==> src/rtl/alu_add.sv <==
// 32-bit adder/subtractor slice: combinational result and flags plus a one-cycle registered copy.
// Optional signed saturation is enabled by defining ALU_ADD_SAT_EN (adds the sat input).
module alu_add #(
  parameter int unsigned WIDTH = 32
) (
  input  logic             clk,
  input  logic             rst_n,
  input  logic [WIDTH-1:0] rs1,
  input  logic [WIDTH-1:0] rs2,
  input  logic             sub,
  input  logic             in_valid,
`ifdef ALU_ADD_SAT_EN
  input  logic             sat,
`endif
  output logic [WIDTH-1:0] rd,
  output logic             carry,
  output logic             overflow,
  output logic             zero,
  output logic [WIDTH-1:0] rd_q,
  output logic [2:0]       flags_q,
  output logic             out_valid
);

  // Operands are zero-padded up to whole 4-bit lookahead groups.
  localparam int unsigned NumGroups = (WIDTH + 3) / 4;
  localparam int unsigned PadW      = NumGroups * 4;

  logic [WIDTH-1:0] b_eff;
  logic [WIDTH-1:0] sum_raw;
  logic [PadW-1:0]  a_pad;
  logic [PadW-1:0]  b_pad;
  logic [PadW-1:0]  g;
  logic [PadW-1:0]  p;
  logic [PadW:0]    c;

  logic [WIDTH-1:0] rd_d;
  logic [2:0]       flags_d;
  logic             valid_d;
  logic             valid_q;

  assign b_eff = sub ? ~rs2 : rs2;
  assign a_pad = PadW'(rs1);
  assign b_pad = PadW'(b_eff);
  assign g     = a_pad & b_pad;
  assign p     = a_pad ^ b_pad;

  // Carry-lookahead inside each group, ripple between groups.
  always_comb begin
    c    = '0;
    c[0] = sub;
    for (int unsigned k = 0; k < NumGroups; k++) begin
      c[4*k+1] = g[4*k] | (p[4*k] & c[4*k]);
      c[4*k+2] = g[4*k+1] | (p[4*k+1] & g[4*k]) | (p[4*k+1] & p[4*k] & c[4*k]);
      c[4*k+3] = g[4*k+2] | (p[4*k+2] & g[4*k+1]) | (p[4*k+2] & p[4*k+1] & g[4*k])
               | (p[4*k+2] & p[4*k+1] & p[4*k] & c[4*k]);
      c[4*k+4] = g[4*k+3] | (p[4*k+3] & g[4*k+2]) | (p[4*k+3] & p[4*k+2] & g[4*k+1])
               | (p[4*k+3] & p[4*k+2] & p[4*k+1] & g[4*k])
               | (p[4*k+3] & p[4*k+2] & p[4*k+1] & p[4*k] & c[4*k]);
    end
  end

  assign sum_raw  = p[WIDTH-1:0] ^ c[WIDTH-1:0];
  assign carry    = c[WIDTH];
  assign overflow = (rs1[WIDTH-1] == b_eff[WIDTH-1]) && (sum_raw[WIDTH-1] != rs1[WIDTH-1]);

`ifdef ALU_ADD_SAT_EN
  // Overflow still reports the raw result; only rd is clamped.
  always_comb begin
    rd = sum_raw;
    if (sat && overflow) begin
      rd = rs1[WIDTH-1] ? {1'b1, {(WIDTH-1){1'b0}}} : {1'b0, {(WIDTH-1){1'b1}}};
    end
  end
`else
  assign rd = sum_raw;
`endif

  assign zero = ~|rd;

  always_comb begin
    rd_d    = rd_q;
    flags_d = flags_q;
    valid_d = in_valid;
    if (in_valid) begin
      rd_d    = rd;
      flags_d = {carry, overflow, zero};
    end
  end

  always_ff @(posedge clk or negedge rst_n) begin
    if (!rst_n) begin
      rd_q    <= '0;
      flags_q <= '0;
      valid_q <= 1'b0;
    end else begin
      rd_q    <= rd_d;
      flags_q <= flags_d;
      valid_q <= valid_d;
    end
  end

  assign out_valid = valid_q;

endmodule

==> config.mk <==
export PLATFORM = sky130hd
export DESIGN_NAME = alu_add
export DESIGN_NICKNAME = d
export VERILOG_FILES = /design/src/rtl/alu_add.sv
export SDC_FILE = /design/constraint.sdc
export NUM_CORES = 1
export LEC_CHECK = 0
export BUFFER_PORTS_ARGS = -buffer_cell sky130_fd_sc_hd__buf_2
export CELL_PAD_IN_SITES_DETAIL_PLACEMENT = 1
export CELL_PAD_IN_SITES_GLOBAL_PLACEMENT = 1
export CORE_MARGIN = 1
export CORE_UTILIZATION = 25
export CTS_CLUSTER_DIAMETER = 30
export DETAILED_ROUTE_END_ITERATION = 8
export MAX_ROUTING_LAYER = met4
export PLACE_DENSITY_LB_ADDON = 0.1
export SLEW_MARGIN = 20
export SYNTH_ARGS = -nofsm -noshare
export SYNTH_HDL_FRONTEND = slang
export SYNTH_SLANG_ARGS = --single-unit
==> constraint.sdc <==
create_clock -name clk -period 9.7 [get_ports clk]
set_clock_uncertainty 0.05 [all_clocks]
set_input_delay 0.97 -clock clk [delete_from_list [all_inputs] [get_ports clk]]
set_output_delay 0.97 -clock clk [all_outputs]
set_load 0.1 [all_outputs]
* Word level (Yosys, flattened, before mapping) *
Cells that the tools add are included.

word-level totals
  bits in registers = 36
  bits of input ports = 68
  output and inout bits = 71
  word-level logic and storage cells = 221

cells by class
  eq/ne operators = 2
  muxes and demuxes = 1
  bitwise gates (word level) = 212
  reductions and logical operators = 3

operators with widths
  kind                 count
  $and A1 B1 Y1        128
  $or A1 B1 Y1         80
  $xor A32 B32 Y32     2
  $and A32 B32 Y32     1
  $mux W32             1
  $not A32 Y32         1
  $reduce_or A32 Y1    1
  $eq A1 B1 Y1         1
  $logic_and A1 B1 Y1  1
  $logic_not A1 Y1     1
  $ne A1 B1 Y1         1

* Longest topological paths before layout *
  word-level depth = 25
  depth in mapped cells = 20
  gate-level depth less buffers = 18

* Worst setup path before layout *
Ideal clock, no wire load.

  path type = in2out
  from = input port sub
  to = output port zero
  arrival time = 8.647 ns
  required time = 8.680 ns
  slack = 0.033 ns
  cell stages on the path = 20
  buffers on the path = 2
  path through = buf_6 clkbuf_1 xor2_1 ha_1 a21oi_1 o21ai_0 a221oi_1 nand3_2 inv_2 o21a_2 o21a_1 fa_1 xnor2_1 nor4_1 nand4b_1 or3_1 or4_1 nor4_2 nand4b_1 nor4_1

on the way
  elaborated cells between the ends (all ways) = 203
  classes of those cells = mux (1); bitwise (200); reduce/logical (2)

RTL lines
  what                                                         RTL line    text
  start: declaration                                           10          input logic sub,
  $mux W32                                                     41          assign b_eff = sub ? ~rs2 : rs2;
  $xor A32 B32 Y32 / $and A32 B32 Y32 (equally long branches)  45, 44
  $and A1 B1 Y1, on equally long branches                      56, 57, 58
  $or A1 B1 Y1 (tied with other cells) (2 in series)           56          c[4*k+4] = g[4*k+3] | (p[4*k+3] & g[4*k+2]) | (p[4*k+3] & p[4*k+2] & g[4*k+1])
  $or A1 B1 Y1 / $and A1 B1 Y1 (equally long branches)         57, 58
  $or A1 B1 Y1                                                 58          | (p[4*k+3] & p[4*k+2] & p[4*k+1] & p[4*k] & c[4*k]);
  $and A1 B1 Y1                                                58
  $or A1 B1 Y1                                                 58
  (+6 left out)                                                -
  $and A1 B1 Y1                                                58
  $or A1 B1 Y1                                                 58
  $and A1 B1 Y1                                                52          c[4*k+1] = g[4*k] | (p[4*k] & c[4*k]);
  $or A1 B1 Y1                                                 52
  $xor A32 B32 Y32 *                                           62          assign sum_raw = p[WIDTH-1:0] ^ c[WIDTH-1:0];
  net rd[25]                                                   15          output logic [WIDTH-1:0] rd,
  $reduce_or A32 Y1 *                                          78          assign zero = ~|rd;
  $logic_not A1 Y1 *                                           78
  end: declaration                                             18          output logic zero,

Mark *: on every way through the listed nets, which the timed path passes. The rest lies on a longest branch.

* Worst setup path in the final report *
  from = input port sub
  to = output port zero

on the way
  longest elaborated chain between the ends = 24
  elaborated cells between the ends (all ways) = 203
  classes of those cells = mux (1); bitwise (200); reduce/logical (2)

RTL lines
  what                                                         RTL line
  $mux W32                                                     41
  $xor A32 B32 Y32 / $and A32 B32 Y32 (equally long branches)  45, 44
  $and A1 B1 Y1, on equally long branches                      56, 57, 58
  $or A1 B1 Y1 (tied with other cells) (2 in series)           56
  $or A1 B1 Y1 / $and A1 B1 Y1 (equally long branches)         57, 58
  $or A1 B1 Y1                                                 58
  $and A1 B1 Y1                                                58
  $or A1 B1 Y1                                                 58
  (+7 left out)                                                -
  $or A1 B1 Y1                                                 58
  $and A1 B1 Y1                                                58
  $or A1 B1 Y1                                                 58
  $and A1 B1 Y1, on equally long branches                      52, 53, 55
  $or A1 B1 Y1, on equally long branches                       52, 53, 55
  $xor A32 B32 Y32 *                                           62
  $reduce_or A32 Y1 *                                          78
  $logic_not A1 Y1 *                                           78

Mark *: on every way between the ends. The rest lies on a longest branch, timed or not.

==> flow_summary.yaml <==
run_status:
  status: "complete, no violations"
sta:
  rsz0062_at_grt: "no"
  period_share: 0.776
  min_period_ps: 7530
  maxSlewViolCount: 0
  worstMarginPinSlew_ps: 1030
  hold_viol: 0
  max_freq_ghz: 0.133
  setup_tns_ps: 0
  setup-violations-final: 0
  max_slew_margin: 0.315
clock_network:
  clkLatencyLatePin_ps: 290
  clk_pin_slew_ps: 60
  tritoncts: "done"
  post-cts-setup-buffer-count: 0
  root_buffer: "clkbuf_16"
  cts_buffer_depth: 2
  clock_sinks: 36
  htree_levels: 2
  cts_resized: 0
  cts_hold_buffers: 0
  numCtsBuffers: 5
floorplanning:
  core_area_sq_um: 12800
  fp-row-count: 41
  die_area_sq_um: 13800
  die_w_um: 117
  start_util: 0.260
  pin_count: 139
  die_h_um: 117
worst_setup_path:
  path_delay_family: "simple AND/OR/NAND/NOR gates"
  crit_chain: "buf_2 -> xor2_1 -> ha_1 -> nand2_1 -> o21ai_0 -> a221oi_1 -> nand3_2 -> inv_2 -> o21a_2 -> o21a_1 -> fa_1 -> nand4_1 -> nor4_1 -> nand4b_1 -> or3_1 -> or4_1 -> nor4_2 -> nand4b_1 -> nor4_1 -> buf_2"
  crit_fanout: 35
  cp.required_ps: 8680
  path_class: "in -> out"
  endpoint_kind: "primary output"
  crit_path_start_kind: "input pin"
  cp_num_buf_inv: 3
  cp.arrival_ps: 6510
  r2r_slack_ps: 8860
  slowest_delay_ps: 760
  cp_slowest_cell: "buf_2"
yosys:
  ys.flop_type: "dfrtp_1"
  async_flop_share: 1.00
  synth_top_area_frac: 0.271
  synth_mux_area_frac: 0.108
  synthesis.area_sq_um: 3320
  syn_avg_cell_area_sq_um: 9.89
  synth_seq_cells: 36
  synth_fa_ha_area_frac: 0.163
  synth-edff-count: 0
  synthSimpleGateAreaFrac: 0.113
  ys_types: 58
  synth_compound_gate_area_share: 0.162
  synth_largest_area_cell: "dfrtp_1"
  synth_top_family_by_area: "adder cells"
  synth_nets: 443
  synthCells: 336
  ys_top_cells_by_area: "dfrtp_1, ha_1, mux2_2"
  ys_seq_area_frac: 0.271
  yosys_warnings: 0
  synth-xor-area-share: 0.134
cells_and_area:
  syn2layout_area_growth_pct: 31.1
  fill_cells: 1510
  seq_area_sq_um: 901
  n_antenna_cell: 0
  final_common_cell: "buf_2"
  final_cells: 645
  final_cell_mix: "buf_2, xor2_1, dfrtp_1"
  multiInputGateArea_sq_um: 2260
  layout-drive-gt1-share: 0.408
  fin_nets: 579
global_routing:
  grt_start_max_net_pins: 40
  grt_pass1_vias: 3088
  antenna_found_initial: 0
  grt-ovfl-total: 0
  grt_pass1_wl_um: 16800
  track_usage: 0.170
placement:
  place_congestion: 0.812
  hpwlAfterDp_um: 8850
  post-place-cells: 637
  numPortBuffers: 138
routing:
  dr.pass1.iters: 4
  ant_nets: 0
  wire_per_inst_um: 17.1
  via_per_inst: 4.75
  num_vias: 3063
  drtIter0Drc: 103
  drt_wl_total_um: 11000
  detail_route.drc_violations: 0
power:
  leakagePower_nw: 2.16
  vdd_drop_max_v: 0.000181
  powerDensity_nw_per_um2: 350
run:
  max_cap_violations: 0
min_path:
  min_path_type: "reg -> reg"
-- Yosys cell counts (2+ instances only) --
cell / number
mux2_2: 31
xor2_1: 36
o21bai_1: 3
a311oi_2: 2
nand2_1: 14
nand4_1: 3
a211oi_1: 2
o21a_2: 2
and3_1: 2
or4_1: 3
nand2b_1: 3
o21a_1: 5
xnor2_1: 15
inv_1: 32
nor3_1: 5
and4_1: 3
dfrtp_1: 36
nand4b_1: 2
o21ai_0: 9
a31oi_1: 2
nand3_1: 6
o41ai_2: 2
a21o_1: 9
nor2_1: 11
clkbuf_1: 8
fa_1: 7
o22ai_1: 2
ha_1: 32
nor4_1: 5
a21oi_1: 16
-- path summary, 6_finish.rpt --
path	startpoint	end	cells after the start
setup / recovery	sub	zero	20
hold / removal	rd_q[30]	rd_q[30]	1
setup reg to reg	rd_q[11]	rd_q[11]	1
hold reg to reg	rd_q[30]	rd_q[30]	1
max in group asynchronous	rst_n	rd_q[27]	1
min in group asynchronous	rst_n	rd_q[22]	1
-- cell families after synthesis --
logic type	after synthesis
muxes	32
and+or+nand+nor	66
xor gates and xnor gates	51
DFF	36
AOI/OAI and AO/OA	70
adders and majority gates	39
buffers and inverters	42
-- power by group --
part           internal (W)  switching [W]
registers          0.000200      0.0000245
logic              0.000190       0.000918
clock network      0.000121      0.0000726
total              0.000511        0.00102
-- cell type report --
| type | instances | share of cell area |
|---|---|---|
| multi-input cells | 258 | 0.518 |
| flip-flops and latches | 36 | 0.207 |
| repair buffers | 138 | 0.159 |
| well taps | 172 | 0.0494 |
| clock buffers | 5 | 0.0287 |
| inverters | 33 | 0.0284 |
| clock inverters | 3 | 0.00977 |
-- per-stage QoR --
step	hold slack [ps]	utilization	power, W	instance area (sq um)	setup slack [ps]
finish	441	0.341	0.00153	4360	2170
global route	455	0.341	0.00160	4360	1620
CTS	440	0.341	0.00155	4360	2010
detailed placement	426	0.328	0.00134	4190	2000
global placement	414	0.328	0.00134	4190	2240
floorplan	624	-	0.00115	3320	33.4
-- registers in the layout (all words and copies together), names as in the netlist --
signal     flops
flags_q        3
rd_q          32
out_valid      1
-- routing by layer --
metal / share of wire / GRT usage / wire [um] / up-vias
li1: - / - / - / 1478
met1: 0.46 / 0.218 / 5070 / 1478
met2: 0.47 / 0.274 / 5220 / 100
met3: 0.055 / 0.0350 / 608 / 7
met4: 0.010 / 0.0405 / 112 / 0
met5: 0 / - / 0 / -
No activity file was read; power rests on OpenSTA's default activity.
